File: src/rtl/serial_alu_pkg.sv
// ============================================================================
// serial_alu_pkg : shared state type and operation codes for the serial ALU
// Rev 1.0 : initial release
// ============================================================================
`default_nettype none

package serial_alu_pkg;

   typedef enum logic [1:0] {
      IDLE = 2'd0,
      RUN  = 2'd1,
      DONE = 2'd2
   } state_t;

   localparam logic OP_ADD = 1'b0;
   localparam logic OP_SUB = 1'b1;

endpackage

`default_nettype wire

File: src/rtl/serial_add_sub_full_adder.sv
// ============================================================================
// serial_add_sub_full_adder : library 1-bit full-adder cell (Cin, A, B -> Cout, Out)
// Rev 1.0 : initial release
// ============================================================================
`default_nettype none

module serial_add_sub_full_adder (
   input  logic Cin,
   input  logic A,
   input  logic B,
   output logic Cout,
   output logic Out
);

   assign Out  = A ^ B ^ Cin;
   assign Cout = (A & B) | (Cin & (A ^ B));

endmodule

`default_nettype wire

File: src/rtl/serial_add_sub.sv
// ============================================================================
// serial_add_sub : bit-serial two's-complement adder/subtractor, LSB first,
//                  one bit per clock through a single full-adder cell
// Rev 1.0 : initial release
// ============================================================================
`default_nettype none

module serial_add_sub
   import serial_alu_pkg::*;
#(
   parameter int WIDTH = 16
) (
   input  logic             clk,
   input  logic             rst,
   input  logic             start,
   input  logic             sub,
   input  logic [WIDTH-1:0] a,
   input  logic [WIDTH-1:0] b,
   output logic             busy,
   output logic             done,
   output logic [WIDTH-1:0] result,
   output logic             cout,
   output logic             overflow,
   output logic             zero
);

   localparam int                CNT_W    = $clog2(WIDTH);
   localparam logic [CNT_W-1:0] LAST_BIT = CNT_W'(WIDTH - 1);

   state_t             state_q;
   state_t             state_next;
   logic [WIDTH-1:0]   a_sr;
   logic [WIDTH-1:0]   b_sr;
   logic [WIDTH-1:0]   sum_sr;
   logic               carry_q;
   logic [CNT_W-1:0]   cnt;

   logic               fa_out;
   logic               fa_cout;
   logic               last_bit;
   logic [WIDTH-1:0]   sum_next;
   logic               overflow_next;
   logic               zero_next;

   serial_add_sub_full_adder u_fa (
      .Cin  (carry_q),
      .A    (a_sr[0]),
      .B    (b_sr[0]),
      .Cout (fa_cout),
      .Out  (fa_out)
   );

   // On the last bit the carry FF holds the carry into the MSB.
   always_comb begin
      last_bit      = (cnt == LAST_BIT);
      sum_next      = {fa_out, sum_sr[WIDTH-1:1]};
      overflow_next = carry_q ^ fa_cout;
      zero_next     = (sum_next == '0);
      state_next    = state_q;
      case (state_q)
         IDLE:    if (start)    state_next = RUN;
         RUN:     if (last_bit) state_next = DONE;
         DONE:                  state_next = IDLE;
         default:               state_next = IDLE;
      endcase
   end

   always_ff @(posedge clk) begin
      if (rst) begin
         state_q  <= IDLE;
         a_sr     <= '0;
         b_sr     <= '0;
         sum_sr   <= '0;
         carry_q  <= 1'b0;
         cnt      <= '0;
         result   <= '0;
         cout     <= 1'b0;
         overflow <= 1'b0;
         zero     <= 1'b0;
      end else begin
         state_q <= state_next;
         case (state_q)
            IDLE: begin
               if (start) begin
                  a_sr    <= a;
                  b_sr    <= b ^ {WIDTH{sub}};
                  carry_q <= (sub == OP_SUB);
                  cnt     <= '0;
                  sum_sr  <= '0;
               end
            end
            RUN: begin
               a_sr    <= a_sr >> 1;
               b_sr    <= b_sr >> 1;
               sum_sr  <= sum_next;
               carry_q <= fa_cout;
               cnt     <= cnt + CNT_W'(1);
               if (last_bit) begin
                  result   <= sum_next;
                  cout     <= fa_cout;
                  overflow <= overflow_next;
                  zero     <= zero_next;
               end
            end
            default: ;
         endcase
      end
   end

   assign busy = (state_q != IDLE);
   assign done = (state_q == DONE);

endmodule

`default_nettype wire
File: config.mk
export PLATFORM = sky130hd
export DESIGN_NAME = serial_add_sub
export DESIGN_NICKNAME = d
export VERILOG_FILES = /design/src/rtl/serial_alu_pkg.sv /design/src/rtl/serial_add_sub_full_adder.sv /design/src/rtl/serial_add_sub.sv
export SDC_FILE = /design/constraint.sdc
export NUM_CORES = 1
export LEC_CHECK = 0
export CAP_MARGIN = 10
export CORE_UTILIZATION = 56
export CTS_CLUSTER_DIAMETER = 150
export DETAILED_ROUTE_END_ITERATION = 12
export GPL_TIMING_DRIVEN = 0
export PLACE_DENSITY_LB_ADDON = 0.08
export RECOVER_POWER = 100
export SLEW_MARGIN = 0
export SYNTH_ARGS = -nofsm -noshare
export SYNTH_HDL_FRONTEND = slang
export SYNTH_HIERARCHICAL = 1
export SYNTH_SLANG_ARGS = --single-unit
File: constraint.sdc
create_clock -name clk -period 3.27 [get_ports clk]
set_input_delay 0.654 -clock clk [delete_from_list [all_inputs] [get_ports clk]]
set_output_delay 0.654 -clock clk [all_outputs]
set_load 0.02 [all_outputs]
==> flow_summary.yaml <==
run_status:
  status: "complete, no violations"
die:
  pin_count: 57
  dieArea_sq_um: 6068
  die_y_microns: 77.90
  initial_core_util_pct: 58.22
  fp.dieW_microns: 77.90
  core_sq_um: 5540
  rows: 27
critical_path:
  critPathBufInv: 3
  worstPathArrival_ns: 2.04
  critical_path.top_delay_family: "buffers and inverters"
  crit_chain: "buf_4, clkbuf_1, or2_2, dlygate4sd3_1"
  cp-start-kind: "flop"
  worstSetupPathType: "flop to primary output"
  worst_ep_required_time_ns: 2.62
  crit_fanout: 10
  cp-end-kind: "primary output"
  crit_slowest_cell: "dlygate4sd3_1"
  cp-startpoint: "state_q[0]"
  cp_slowest_stage_delay_ns: 0.66
  reg2reg_from: "state_q[0]"
yosys:
  ys_seq_area_share_pct: 45.31
  synth_xor_area_share_pct: 4.616
  yosysTopAreaCell: "dfxtp_1"
  synth-simple-area-share_pct: 17.69
  synth_top_area_share_pct: 45.31
  synthMuxAreaShare_pct: 0
  yosysMostFrequentCell: "dfxtp_1"
  synthCells: 334
  synth_top_family_by_area: "compound AO/OA/AOI/OAI gates"
  synthAdderAreaFrac_pct: 1.009
  ys_warn_count: 6
  synth-edff-count: 0
  ys_types: 47
  ys_top_cells_by_count: "dfxtp_1 (73), nor2_1 (32), a21oi_1 (29)"
  synth_seq_cells: 73
  netlist_area_sq_um: 3226
  ys.flop_type: "dfxtp_1"
  avgSynthCellArea_sq_um: 9.657
  async_flop_share_pct: 0
  synth_nets: 372
  synth_compound_area_share_pct: 23.97
  synth.area.top_cells: "dfxtp_1 (45%), a222oi_1 (4.7%), a21oi_1 (4.5%), a22o_1 (4.3%), xor2_1 (4.3%)"
sta:
  max_freq_ghz: 0.3713
  hold_viol_final: 0
  tns_ns: 0
  worst_pin_slew_ns: 1.066
  max_slew_margin_pct: 28.81
  drv_slew: 0
  fin_skew_ns: 0.008124
  final-setup-viol-count: 0
  rsz0062_at_grt: "no"
  finalCritPeriodShare_pct: 82.36
  fin_crit_ns: 2.693
cells_and_area:
  multi_input_area_sq_um: 1471
  fin_area_sq_um: 3963
  area_growth_pct: 22.85
  n_fill_cell: 456
  regArea_sq_um: 1461
  nets: 437
  diodes: 0
  drive_gt1_share_pct: 12.87
clock_tree:
  clockRootBuffer: "clkbuf_8"
  h-tree-depth: 3
  insertion_delay_ns: 0.34
  post-cts-setup-buffers: 0
  tritoncts: "built"
  cts_resized: 0
  clock_sinks: 73
  clkTransAtPathRegs_ns: 0.07
  clockBufferDepth: 2
  cts_buffers: 9
  ctsHoldBuffers: 0
pwr:
  p_leak_nw: 1.537
  power_density_nw_per_um2: 494.7
  ir_worst_vdd_uv: 309.2
placement:
  place_area_sq_um: 3856
  hpwl_microns: 4957
  place_congestion: 0.7896
  portBuffers: 54
worst_hold_path:
  hold_path_class: "flop to flop"
  worstHoldStart: "result[2]"
route:
  via_count: 2742
  firstDrtPassIters: 5
  dr_wl_met2_microns: 3480
  wl_per_cell_microns: 15.44
  met1Wirelength_microns: 3374
  met3_wirelength_microns: 427
  wl_microns: 7350
  drt_iter0_markers: 235
  vias_per_cell: 5.761
  postRouteAntennaNets: 0
  top_layer: "met4"
  drc: 0
global_route:
  grt_overflow_total: 0
  grt_pass1_wl_microns: 11800
  grtUsageTotal_pct: 24.95
  grt_pass1_vias: 2485
  grt_max_degree: 12
  grt_antenna_before_repair: 0
flow_run:
  maxCapViolations: 0
[path summary, 6_finish.rpt]
| path | slack [ns] | cells after the start | endpoint |
|---|---|---|---|
| worst max-delay path | 0.58 | 4 | busy |
| worst min-delay path | 0.48 | 2 | result[2] |
| worst max register to register | 1.20 | 5 | b_sr[14] |
| worst min register to register | 0.48 | 2 | result[2] |
[cells by family (layout without fill, tap and decap cells)]
family          count (synthesis)  count (layout)
simple gates                  107             107
compound gates                 99              99
flops                          73              73
buf+inv                        36             106
xor+xnor                       17              17
fa+ha+maj                       2               2
[layout make-up]
class,count,share of cell area (%)
Tap cell,72,2.273
Timing Repair Buffer,54,13.64
Buffer,34,4.736
Inverter,2,0.1895
Sequential cell,73,36.88
Clock inverter,3,1.642
Clock buffer,13,3.505
Multi-Input combinational cell,225,37.13
[state kept, by name, indices dropped and copies added (netlist names)]
| register | count |
|---|---|
| a_sr | 16 |
| b_sr | 16 |
| carry_q | 1 |
| cnt | 4 |
| cout | 1 |
| overflow | 1 |
| result | 16 |
| state_q | 2 |
| sum_sr | 15 |
| zero | 1 |
[placed cells by master, fill, tap and decap left out, types with 2 or more instances in the layout]
master / n
dfxtp_1: 73
or3b_2: 4
buf_2: 10
dlygate4sd3_1: 22
nand2b_1: 4
nor4_1: 4
nand2_1: 20
a222oi_1: 15
clkbuf_1: 18
nor3b_1: 2
inv_1: 2
clkdlybuf4s50_1: 32
nand3_1: 19
clkbuf_8: 9
bufinv_16: 2
o221a_2: 2
buf_6: 5
o21ai_0: 19
a21oi_1: 29
a22o_1: 16
nor2b_1: 2
nor2_1: 34
buf_4: 2
clkbuf_2: 2
a22oi_1: 2
nor2_2: 4
nor3_1: 5
a311oi_2: 7
xor2_1: 16
a311oi_1: 4
[layer usage]
metal | vias to the layer above | GRT usage (%)
met5 | - | 0
met2 | 94 | 40.09
met3 | 8 | 7.059
met4 | 0 | 7.037
met1 | 1295 | 32.72
li1 | 1345 | -
[stage by stage]
step	power, mW	utilization, %	cells	worst slack (ns)	hold slack, ns
finish	1.960	71.52	476	0.5767	0.4775
global route	2.028	71.52	476	0.4788	0.4990
CTS	1.982	73.28	476	0.6032	0.4823
detailed placement	1.252	69.60	460	0.9738	0.4672
global placement	1.245	69.60	460	0.9984	0.4642
floorplan	1.160	-	334	1.637	0.4552
[worst reg2reg max path: cells and delay by family, from the launching register on]
family,cells,cell delay [ns]
simple gates,2,0.99
buf+inv,2,0.56
flops,1,0.30
compound gates,1,0.15
[power by group]
part / total [mW] / switching [mW] / leakage (nW) / internal (mW)
logic: 0.264 / 0.139 / 0.840 / 0.125
registers: 0.953 / 0.0249 / 0.595 / 0.928
clock network: 0.744 / 0.314 / 0.102 / 0.430
total: 1.96 / 0.478 / 1.54 / 1.48
Power figures use the tool's default switching activity.
